<file path="src/rtl/div_sequencer_if.sv">
// Divider-side handshake bundle: the sequencer is the master, the divider the slave.
interface div_sequencer_if #(
  parameter int WIDTH = 32
);
  logic               div_start;
  logic               div_signed;
  logic               div_annul;
  logic [WIDTH-1:0]   div_opa;
  logic [WIDTH-1:0]   div_opb;
  logic               div_ready;
  logic [2*WIDTH-1:0] div_result;

  modport master (
    output div_start, div_signed, div_annul, div_opa, div_opb,
    input  div_ready, div_result
  );

  modport slave (
    input  div_start, div_signed, div_annul, div_opa, div_opb,
    output div_ready, div_result
  );
endinterface

</file>
<file path="src/rtl/div_sequencer.sv">
// Execute-stage DIV/DIVU sequencer: latches operands, runs the divider handshake,
// stalls while busy and holds {hi,lo}. Optional macro DIV_ZERO_FAST_EN: divide-by-zero bypass.
module div_sequencer #(
  parameter int WIDTH      = 32,
  parameter int MAX_CYCLES = 40
) (
  input  logic             clk,
  input  logic             rst,
  input  logic             div_req,
  input  logic             signed_req,
  input  logic [WIDTH-1:0] opa,
  input  logic [WIDTH-1:0] opb,
  input  logic             flush,
  input  logic             ext_stall,
  output logic             stall,
  output logic [WIDTH-1:0] hi,
  output logic [WIDTH-1:0] lo,
  output logic             result_valid,
  output logic             timeout,
  div_sequencer_if.master  dv
);
  localparam int CW = (MAX_CYCLES > 2) ? $clog2(MAX_CYCLES) : 1;
  localparam logic [CW-1:0] CNT_LAST = CW'(MAX_CYCLES - 1);

  typedef enum logic [1:0] {IDLE, BUSY, DONE} stateT;

  stateT            state, stateNxt;
  logic [CW-1:0]    cnt;
  logic [WIDTH-1:0] opaQ, opbQ;
  logic             signedQ;
  logic             startOp, zeroFast, cntLast, annul, tmo;

  assign startOp = (state == IDLE) && div_req && !flush;
  assign cntLast = (cnt == CNT_LAST);
`ifdef DIV_ZERO_FAST_EN
  assign zeroFast = startOp && (opb == '0);
`else
  assign zeroFast = 1'b0;
`endif

  always_comb begin
    stateNxt = state;
    annul    = 1'b0;
    tmo      = 1'b0;
    case (state)
      IDLE: if (startOp) stateNxt = zeroFast ? DONE : BUSY;
      BUSY: begin
        // flush beats div_ready, which beats the watchdog
        if (flush) begin
          stateNxt = IDLE;
          annul    = 1'b1;
        end else if (dv.div_ready) begin
          stateNxt = DONE;
        end else if (cntLast) begin
          stateNxt = DONE;
          annul    = 1'b1;
          tmo      = 1'b1;
        end
      end
      DONE:    if (!ext_stall || flush) stateNxt = IDLE;
      default: stateNxt = IDLE;
    endcase
  end

  always_ff @(posedge clk or posedge rst) begin
    if (rst) begin
      state   <= IDLE;
      cnt     <= '0;
      opaQ    <= '0;
      opbQ    <= '0;
      signedQ <= 1'b0;
      hi      <= '0;
      lo      <= '0;
    end else begin
      state <= stateNxt;
      if (startOp) begin
        opaQ    <= opa;
        opbQ    <= opb;
        signedQ <= signed_req;
        cnt     <= '0;
      end else if (state == BUSY && !cntLast) begin
        cnt <= cnt + CW'(1);
      end
      if (zeroFast) begin
        hi <= opa;
        lo <= '1;
      end else if (state == BUSY && !flush) begin
        if (dv.div_ready) begin
          {hi, lo} <= dv.div_result;
        end else if (cntLast) begin
          hi <= '0;
          lo <= '0;
        end
      end
    end
  end

  assign stall         = startOp || (state == BUSY);
  assign result_valid  = (state == DONE);
  assign timeout       = tmo;
  assign dv.div_start  = (state == BUSY) && !flush;
  assign dv.div_annul  = annul;
  assign dv.div_signed = signedQ;
  assign dv.div_opa    = opaQ;
  assign dv.div_opb    = opbQ;
endmodule

</file>
<file path="src/flat_wrapper.sv">
// flat-port wrapper written by rule: the top's interface ports become plain ports
module div_sequencer_flat 
#(
  parameter int WIDTH      = 32,
  parameter int MAX_CYCLES = 40
)
  (clk, rst, div_req, signed_req, opa, opb, flush, ext_stall, stall, hi, lo, result_valid, timeout, dv_div_start, dv_div_signed, dv_div_annul, dv_div_opa, dv_div_opb, dv_div_ready, dv_div_result);
  div_sequencer_if #(.WIDTH(WIDTH)) dv_i ();
  input  logic clk;
  input  logic rst;
  input  logic div_req;
  input  logic signed_req;
  input  logic [WIDTH-1:0] opa;
  input  logic [WIDTH-1:0] opb;
  input  logic flush;
  input  logic ext_stall;
  output logic stall;
  output logic [WIDTH-1:0] hi;
  output logic [WIDTH-1:0] lo;
  output logic result_valid;
  output logic timeout;
  output wire logic [$bits(dv_i.div_start)-1:0] dv_div_start;
  output wire logic [$bits(dv_i.div_signed)-1:0] dv_div_signed;
  output wire logic [$bits(dv_i.div_annul)-1:0] dv_div_annul;
  output wire logic [$bits(dv_i.div_opa)-1:0] dv_div_opa;
  output wire logic [$bits(dv_i.div_opb)-1:0] dv_div_opb;
  input wire logic [$bits(dv_i.div_ready)-1:0] dv_div_ready;
  input wire logic [$bits(dv_i.div_result)-1:0] dv_div_result;
  assign dv_div_start = dv_i.div_start;
  assign dv_div_signed = dv_i.div_signed;
  assign dv_div_annul = dv_i.div_annul;
  assign dv_div_opa = dv_i.div_opa;
  assign dv_div_opb = dv_i.div_opb;
  assign dv_i.div_ready = dv_div_ready;
  assign dv_i.div_result = dv_div_result;
  div_sequencer #(.WIDTH(WIDTH), .MAX_CYCLES(MAX_CYCLES)) u_core (.clk(clk), .rst(rst), .div_req(div_req), .signed_req(signed_req), .opa(opa), .opb(opb), .flush(flush), .ext_stall(ext_stall), .stall(stall), .hi(hi), .lo(lo), .result_valid(result_valid), .timeout(timeout), .dv(dv_i));
endmodule
</file>
<file path="config.mk">
export PLATFORM = sky130hd
export DESIGN_NAME = div_sequencer_flat
export DESIGN_NICKNAME = d
export VERILOG_FILES = /design/src/rtl/div_sequencer_if.sv /design/src/rtl/div_sequencer.sv /design/src/flat_wrapper.sv
export SDC_FILE = /design/constraint.sdc
export NUM_CORES = 1
export LEC_CHECK = 0
export CAP_MARGIN = 20
export CORE_MARGIN = 3
export CORE_UTILIZATION = 30
export CTS_CLUSTER_SIZE = 40
export DETAILED_ROUTE_END_ITERATION = 8
export PLACE_DENSITY = 0.62
export RECOVER_POWER = 25
export SYNTH_ARGS = -nofsm -noshare
export SYNTH_HDL_FRONTEND = slang
export SYNTH_SLANG_ARGS = --single-unit
</file>
<file path="constraint.sdc">
create_clock -name clk -period 5.3 [get_ports clk]
set_input_delay 1.06 -clock clk [delete_from_list [all_inputs] [get_ports clk]]
set_output_delay 1.06 -clock clk [all_outputs]
set_load 0.02 [all_outputs]
</file>
==> run summary, run 1 <==
outcome -> finished, violations left
failing checks -> max-capacitance violations, max-slew violations
WS Path Type -> input pin to output pin
slew at the pin closest to its max-slew limit -> 2220 ps
post-synthesis sequential area ratio -> 0.606
Final ANT Viol Nets -> 0
via count -> 4,998
die area -> 0.0205 mm^2
Synthesized Nets -> 739
synth top area cells -> dfrtp_1 61%, nand2_1 13%, a22oi_1 8.6%
maximum VDD drop -> 0.000194 V
crit path from -> flush
clock skew -> 7.72 ps
root buffer selected by CTS -> clkbuf_16
CP Max Fanout -> 6
CP max stage delay -> 730 ps
commonest non-fill, non-tap cells in the layout -> 267 x clkdlybuf4s50_1, 200 x nand2_1, 137 x dfrtp_1
final-report setup violation count -> 0
clk slew on worst S/H paths -> 60 ps
number of global-route vias before repair -> 5,013
WP data arrival -> 3020 ps
Slew Limit Fails -> 104
NetSw -> 996 uW
Synth top area share -> 0.606
Netlist cell types -> 30
Worst Hold Class -> flop to flop
num rows -> 49
critical path buffer and inverter count -> 2
Core Util, Final -> 0.506
gr usage total -> 0.160
final wirelength -> 16.6 mm
CP delay by family, top -> buffers and inverters
Crit-path slowest cell -> or4b_2
crit-path cells -> clkdlybuf4s50_1, or4b_2, nand2_1, clkdlybuf4s50_1
max cap viols -> 1
gr ovfl total -> 0
WL per Instance -> 15.1 um
synthesized area per cell -> 9.39 um^2
Initial Utilization -> 0.310
Post-synth EDFFs -> 0
pre-CTS WS -> 1210 ps
vias per cell -> 4.54
DRC viols -> 0
DIE HEIGHT -> 143 um
worst hold slack -> 470 ps
layout cells sized above 1 -> 0.0516
Post-CTS Setup Inserts -> 0
area of the multi-input gates -> 0.00182 mm^2
fin crit share -> 0.771
CP Capture Type -> output pin
Sw Share -> 0.274
Internal Pwr Total -> 2.64 mW
clk_lat worst skew -> 410 ps
#FFs+latches synth -> 137
Rel. slew slack -> -0.480
CORE AREA -> 0.0183 mm^2
I/O pin count -> 269
Reg2Reg Launch Point -> u_core.cnt[0]$_DFFE_PP0P_
Synth area leader -> dfrtp_1
cts bufs inserted -> 17
HP Start -> u_core.dv.div_opb[23]$_DFFE_PP0P_
Post-Syn Area -> 0.00566 mm^2
filler cell count -> 1,686
GPL Wtd Cong -> 0.795
CP Launch Type -> input pin
Final Net Count -> 995
PostCTS Resize Cnt -> 0
Clock Power Share -> 0.393
Finished Cell Area -> 0.00925 mm^2
Iter 0 DRT Violations -> 173
DR pass1 iterations -> 4
Max Fclk -> 245 MHz
CTS sink count -> 137
sequential share of power -> 0.361
Final Hold Vio Count -> 0
power per cell area -> 393 mW/mm^2
CTS tree -> done
Detailed Place HPWL -> 11.0 mm
largest net degree at the start of global routing -> 104
commonest non-fill, non-tap cell in the layout -> clkdlybuf4s50_1
Synth Flop Type -> dfrtp_1
Port Buffers -> 268
Yosys Warn Count -> 0
combinational share of power -> 0.246
n_diodes -> 0
H-tree depth -> 4
Longest Clk Path Bufs -> 2
Pleak -> 4.49 nW
placed instance area -> 0.00853 mm^2
critical path data required time -> 4240 ps
Die Wd -> 143 um
Async SR Flop Fraction -> 1.00
CP dominant cell by count -> clkdlybuf4s50_1
Sequential Area -> 0.00343 mm^2
unrepaired setup endpoints after global routing -> no
Sum Neg Setup Slack -> 0 ps
Synth Instances -> 603
PnR worst setup slack -> 1220 ps
min cycle time layout -> 4080 ps
global-route wire length before repair -> 26.3 mm
hold bufs inserted after CTS -> 0
initial antenna violation count -> 0
Synth-to-Final Area Change -> 63.5%
[power by group through the flow]
| stage | Combinational [mW] | Clock (mW) | Sequential (mW) |
|---|---|---|---|
| 2_1_floorplan | 0.242 | 0 | 1.50 |
| 3_3_place_gp | 0.903 | 0 | 1.32 |
| 3_5_place_dp | 0.907 | 0 | 1.32 |
| 4_1_cts | 0.909 | 1.47 | 1.31 |
| 5_1_grt | 0.972 | 1.52 | 1.33 |
| 6_report | 0.893 | 1.43 | 1.31 |
[sequential cells by signal, indices dropped and copies added (netlist names)]
| name | count |
|---|---|
| u_core.dv.div_signed | 1 |
| u_core.hi | 32 |
| u_core.lo | 32 |
| u_core.state | 2 |
| u_core.dv.div_opb | 32 |
| u_core.dv.div_opa | 32 |
| u_core.cnt | 6 |
[worst reg2reg max path: cells and delay by family, from the launching register on]
family,cells,cell delay (ps)
buf+inv,1,560
compound gates,2,450
flops,1,390
simple gates,1,340
fa+ha+maj,1,210
[cell usage after synthesis (2+ instances only)]
| library cell | n |
|---|---|
| a21oi_1 | 3 |
| a22oi_1 | 65 |
| buf_2 | 12 |
| buf_6 | 3 |
| clkbuf_1 | 22 |
| dfrtp_1 | 137 |
| inv_1 | 68 |
| mux2i_1 | 3 |
| nand2_1 | 200 |
| nor2b_1 | 2 |
| o211ai_1 | 2 |
| o21ai_0 | 40 |
| o21ai_1 | 27 |
| o31ai_1 | 2 |
| or3_1 | 2 |
[metal layers]
layer,share of wire,GRT usage,routed length (um)
met5,0,0,0
met4,0.013,0.0520,220
met3,0.10,0.0672,1700
met2,0.44,0.245,7390
met1,0.44,0.208,7310
[path summary, 6_finish.rpt]
check	endpoint	slack, ps	cells past startpoint
max in group asynchronous	u_core.dv.div_opb[27]$_DFFE_PP0P_	2290	3
max reg2reg	u_core.lo[8]$_DFFE_PP0P_	3200	5
min reg2reg	u_core.dv.div_opb[23]$_DFFE_PP0P_	470	2
min in group asynchronous	u_core.dv.div_opb[7]$_DFFE_PP0P_	1800	2
max	stall	1220	4
min	u_core.dv.div_opb[23]$_DFFE_PP0P_	470	2
[metrics by stage]
| stage | std cells | total power [mW] |
|---|---|---|
| 2_1_floorplan | 603 | 1.74 |
| 3_3_place_gp | 1069 | 2.22 |
| 3_5_place_dp | 1069 | 2.23 |
| 4_1_cts | 1101 | 3.69 |
| 5_1_grt | 1101 | 3.83 |
| 6_report | 1101 | 3.63 |
[layout make-up]
type                    count  area share
clock buffers              22      0.0523
clock inverters            10      0.0254
flip-flops and latches    137       0.371
multi-input cells         360       0.197
well taps                 229      0.0310
repair buffers            275       0.296
inverters                  68      0.0280
[kinds of logic (layout without fill, tap and decap cells)]
logic type               Yosys count  count (layout)  share of synthesized area
AO/OA/AOI/OAI                    141             141                      0.156
adder cells (fa/ha/maj)            1               1                    0.00221
buffers and inverters            106             375                     0.0776
flip-flops                       137             137                      0.606
multiplexers                       3               3                    0.00531
AND/OR/NAND/NOR                  215             215                      0.153
No activity file was read; power rests on OpenSTA's default activity.
==> run 2: changes to the inputs <==
- PLACE_DENSITY: 0.62 -> 0.64
- clock period: 5.3 -> 3.45 ns (I/O delays scaled with it)
==> run 2 against run 1 <==
Critical endpoint is now timeout. The flow still finishes with violations (max-capacitance violations, max-slew violations). Clock skew is essentially flat. Critical path depth did not move. Sequential share of layout area about the same. Routed wire length up 1.3%. Via count up 0.92%. Critical path type unchanged. Non-clock buffer count rose by 3. Core utilization is 0.062 points higher. First-iteration DRC count up 16%. Count of clock-buffer cells in the layout is 2 lower. Cell count grew 0.18%.
==> run summary, run 2 (synthesis results as in run 1) <==
Final Net Count -> 998
Initial Utilization -> 0.310
DR WL met2 -> 7.54 mm
crit path from -> flush
uppermost layer routed -> met4
Max Fclk -> 304 MHz
Setup crit end -> timeout
I/O pin count -> 269
number of global-route vias before repair -> 5,007
Pleak -> 4.49 nW
PnR worst setup slack -> 156 ps
clk_lat worst skew -> 410 ps
Sum Neg Setup Slack -> 0 ps
maximum VDD drop -> 0.000307 V
Worst Hold Class -> flop to flop
PostCTS Resize Cnt -> 0
failing checks -> max-capacitance violations, max-slew violations
Slew Limit Fails -> 32
fin cells -> 1,103
filler cell count -> 1,665
Iter 0 DRT Violations -> 201
commonest non-fill, non-tap cells in the layout -> 267 x clkdlybuf4s50_1, 200 x nand2_1, 137 x dfrtp_1
WS Path Type -> input pin to output pin
Reg2Reg Launch Point -> u_core.cnt[0]$_DFFE_PP0P_
DR pass1 iterations -> 5
Synth-to-Final Area Change -> 63.7%
n_diodes -> 0
vias per cell -> 4.57
Detailed Place HPWL -> 11.3 mm
GPL Wtd Cong -> 0.799
max cap viols -> 1
H-tree depth -> 4
routed length on met1 -> 7.26 mm
DIE HEIGHT -> 143 um
gr usage total -> 0.162
fin crit share -> 0.955
outcome -> finished, violations left
critical path data required time -> 2760 ps
clock skew -> 7.96 ps
largest net degree at the start of global routing -> 71
Rel. slew slack -> -0.0153
WP data arrival -> 2600 ps
CP Max Fanout -> 4
CP Launch Type -> input pin
Longest Clk Path Bufs -> 2
min cycle time layout -> 3290 ps
root buffer selected by CTS -> clkbuf_16
final wirelength -> 16.8 mm
final-report setup violation count -> 0
placed cell count -> 1,072
layout cells sized above 1 -> 0.0526
gr ovfl total -> 0
CP Capture Type -> output pin
R2R depth -> 5
CTS tree -> done
die area -> 0.0205 mm^2
CTS sink count -> 137
R2R Setup Slk -> 960 ps
Post-CTS Setup Inserts -> 0
Final Hold Vio Count -> 0
cts bufs inserted -> 17
hold bufs inserted after CTS -> 0
Final ANT Viol Nets -> 0
initial antenna violation count -> 0
clk slew on worst S/H paths -> 60 ps
Port Buffers -> 268
Core Util, Final -> 0.507
Die Wd -> 143 um
CORE AREA -> 0.0183 mm^2
power per cell area -> 597 mW/mm^2
DRC viols -> 0
via count -> 5,044
num rows -> 49
commonest non-fill, non-tap cell in the layout -> clkdlybuf4s50_1
slew at the pin closest to its max-slew limit -> 1510 ps
global-route wire length before repair -> 26.2 mm
pre-CTS WS -> 151 ps
unrepaired setup endpoints after global routing -> no
WL per Instance -> 15.3 um
metal3 WL -> 1.72 mm
Reg-to-Reg End -> u_core.lo[26]$_DFFE_PP0P_
worst hold slack -> 468 ps
[run 2: routing by layer]
metal / vias up / track usage
met1: 2327 / 0.209
met4: 0 / 0.0570
met5: - / 0
met2: 213 / 0.247
met3: 20 / 0.0682
li1: 2484 / -
[run 2: layout make-up]
cell class	count	area, um^2	area share
timing repair buffer	278	2780	0.300
clock buffer	20	447	0.0482
inverter	68	256	0.0277
clock inverter	11	244	0.0263
sequential	137	3430	0.370
tap	229	287	0.0309
multi-input combinational	360	1820	0.197
[run 2: per-stage QoR]
stage	total power, mW	area (um^2)
3_5_place_dp	3.44	8610
4_1_cts	5.62	9300
5_1_grt	5.83	9260
3_3_place_gp	3.43	8610
2_1_floorplan	2.68	5660
6_report	5.53	9260
[run 2: worst min path at each step]
stage	startpoint	end	slack, ps	cells past startpoint
global placement	u_core.dv.div_opa[18]$_DFFE_PP0P_	u_core.dv.div_opa[18]$_DFFE_PP0P_	460	2
global route	u_core.dv.div_opa[19]$_DFFE_PP0P_	u_core.dv.div_opa[19]$_DFFE_PP0P_	490	2
detailed placement	u_core.dv.div_opb[24]$_DFFE_PP0P_	u_core.dv.div_opb[24]$_DFFE_PP0P_	460	2
CTS	u_core.dv.div_opb[24]$_DFFE_PP0P_	u_core.dv.div_opb[24]$_DFFE_PP0P_	480	2
finish	u_core.dv.div_opb[19]$_DFFE_PP0P_	u_core.dv.div_opb[19]$_DFFE_PP0P_	470	2
floorplan	u_core.cnt[0]$_DFFE_PP0P_	u_core.cnt[0]$_DFFE_PP0P_	470	1
[run 2: power breakdown]
group	leakage [nW]	internal, mW	switching, mW
sequential	1.52	1.85	0.160
clock	0.330	1.45	0.685
combinational	2.64	0.691	0.690
total	4.49	3.99	1.53
[run 2: critical path, cell delays in order]
cell	delay [ps]
clkdlybuf4s50_1	500
or3b_2	550
nor4_2	220
clkdlybuf4s50_1	650
==> run 3: changes to the inputs <==
- CORE_MARGIN: 3 -> not set
- TNS_END_PERCENT: not set -> 1
==> run 3 against run 2 <==
The flow now finishes without violations. First-iteration DRC count up 12%. Worst hold slack about the same. Worst setup slack better by 13 ps. Global-route usage up 1.8 points. Sequential power about the same. Critical path depth unchanged. Final area down 1.7%. Largest cell class unchanged. Largest power group is now registers. Highest routed layer unchanged.
==> run summary, run 3 (synthesis results as in run 1) <==
outcome -> finished clean
largest net degree at the start of global routing -> 71
DRC viols -> 0
Reg2Reg Launch Point -> u_core.cnt[0]$_DFFE_PP0P_
Internal Pwr Total -> 3.52 mW
CTS tree -> done
R2R Setup Slk -> 1400 ps
fin cells -> 1,102
H-tree depth -> 4
layout cells sized above 1 -> 0.0527
I/O pin count -> 269
clock skew -> 8.34 ps
Pleak -> 4.41 nW
min cycle time layout -> 3280 ps
gr usage total -> 0.180
WS Path Type -> input pin to output pin
CTS sink count -> 137
global-route wire length before repair -> 27.4 mm
maximum VDD drop -> 0.000322 V
unrepaired setup endpoints after global routing -> no
commonest non-fill, non-tap cells in the layout -> 267 x clkdlybuf4s50_1, 200 x nand2_1, 137 x dfrtp_1
hold bufs inserted after CTS -> 0
WP data arrival -> 2590 ps
clk slew on worst S/H paths -> 60 ps
fin crit share -> 0.951
power per cell area -> 556 mW/mm^2
Reg-to-Reg End -> u_core.lo[20]$_DFFE_PP0P_
vias per cell -> 4.51
Crit-path slowest cell -> clkdlybuf4s50_1
cts bufs inserted -> 17
WL per Instance -> 14.8 um
R2R depth -> 5
NetSw -> 1.54 mW
sequential share of power -> 0.399
Port Buffers -> 268
crit-path cells -> clkdlybuf4s50_1, or3b_2, nor4_2, clkdlybuf4s50_1
DIE HEIGHT -> 139 um
PostCTS Resize Cnt -> 0
max cap viols -> 0
slew at the pin closest to its max-slew limit -> 1470 ps
Final ANT Viol Nets -> 0
Final Hold Vio Count -> 0
clk_lat worst skew -> 410 ps
HP Start -> u_core.dv.div_opa[0]$_DFFE_PP0P_
area of the multi-input gates -> 0.00182 mm^2
combinational share of power -> 0.272
CP Launch Type -> input pin
Final Net Count -> 997
Post-CTS Setup Inserts -> 0
worst hold slack -> 469 ps
Sw Share -> 0.304
commonest non-fill, non-tap cell in the layout -> clkdlybuf4s50_1
initial antenna violation count -> 0
number of global-route vias before repair -> 5,209
n_diodes -> 0
CP dominant cell by count -> clkdlybuf4s50_1
num rows -> 49
Longest Clk Path Bufs -> 2
CP Capture Type -> output pin
CP max stage delay -> 650 ps
CP Max Fanout -> 4
pre-CTS WS -> 160 ps
GPL Wtd Cong -> 0.731
Max Fclk -> 305 MHz
Clock Power Share -> 0.330
die area -> 0.0194 mm^2
filler cell count -> 1,693
placed cell count -> 1,071
critical path data required time -> 2760 ps
final wirelength -> 16.4 mm
Rel. slew slack -> 0.0228
CORE AREA -> 0.0182 mm^2
Worst Hold End -> u_core.dv.div_opa[0]$_DFFE_PP0P_
Detailed Place HPWL -> 10.8 mm
Slew Limit Fails -> 0
Sequential Area -> 0.00343 mm^2
root buffer selected by CTS -> clkbuf_16
DR pass1 iterations -> 4
Worst Hold Class -> flop to flop
Iter 0 DRT Violations -> 226
PnR worst setup slack -> 169 ps
Synth-to-Final Area Change -> 60.8%
final-report setup violation count -> 0
Die Wd -> 139 um
Initial Utilization -> 0.311
Power Total -> 5.06 mW
Sum Neg Setup Slack -> 0 ps
via count -> 4,973
Hold Path Depth -> 2
gr ovfl total -> 0
## run 3: cell types whose count changed in the layout (fill, tap and decap cells not counted), sizes merged
cell,change
buf,-1
bufinv,-6
clkbuf,-2
clkinv,+5
clkinvlp,+3
## run 3: per-layer routing
metal | share of wire | vias to the layer above | track usage
met1 | 0.44 | 2292 | 0.220
li1 | - | 2478 | -
met3 | 0.099 | 12 | 0.0743
met2 | 0.45 | 191 | 0.285
met5 | 0 | - | 0
met4 | 0.012 | 0 | 0.0614
## run 3: through the flow
stage,utilization,area [um^2]
detailed placement,0.472,8590
floorplan,-,5660
finish,0.500,9100
global route,0.500,9100
CTS,0.501,9120
global placement,0.472,8590
## run 3: critical path, delay by kind of cell
| kind | cells | cell delay, ps |
|---|---|---|
| AND/OR/NAND/NOR | 2 | 770 |
| buffers and inverters | 2 | 1140 |
## run 3: how the worst max path moves through the flow
| stage | cells after the start | slack, ps | from | end |
|---|---|---|---|---|
| global route | 4 | 70 | flush | timeout |
| detailed placement | 4 | 160 | flush | timeout |
| finish | 4 | 170 | flush | timeout |
| floorplan | 5 | 840 | flush | timeout |
| global placement | 4 | 160 | flush | timeout |
| CTS | 4 | 160 | flush | timeout |
## run 3: final cells by class
class	count	share of cell area
flip-flops and latches	137	0.377
repair buffers	277	0.304
multi-input cells	360	0.200
clock buffers	18	0.0471
well taps	229	0.0315
inverters	68	0.0282
clock inverters	13	0.0118
## run 3: power groups by stage
stage                     Combinational [mW]  Clock, mW  Sequential, mW
after floorplan                        0.372          0            2.31
after global placement                  1.39          0            2.03
after detailed placement                1.40          0            2.03
after CTS                               1.40       1.73            2.02
after global routing                    1.49       1.80            2.05
final                                   1.37       1.67            2.02
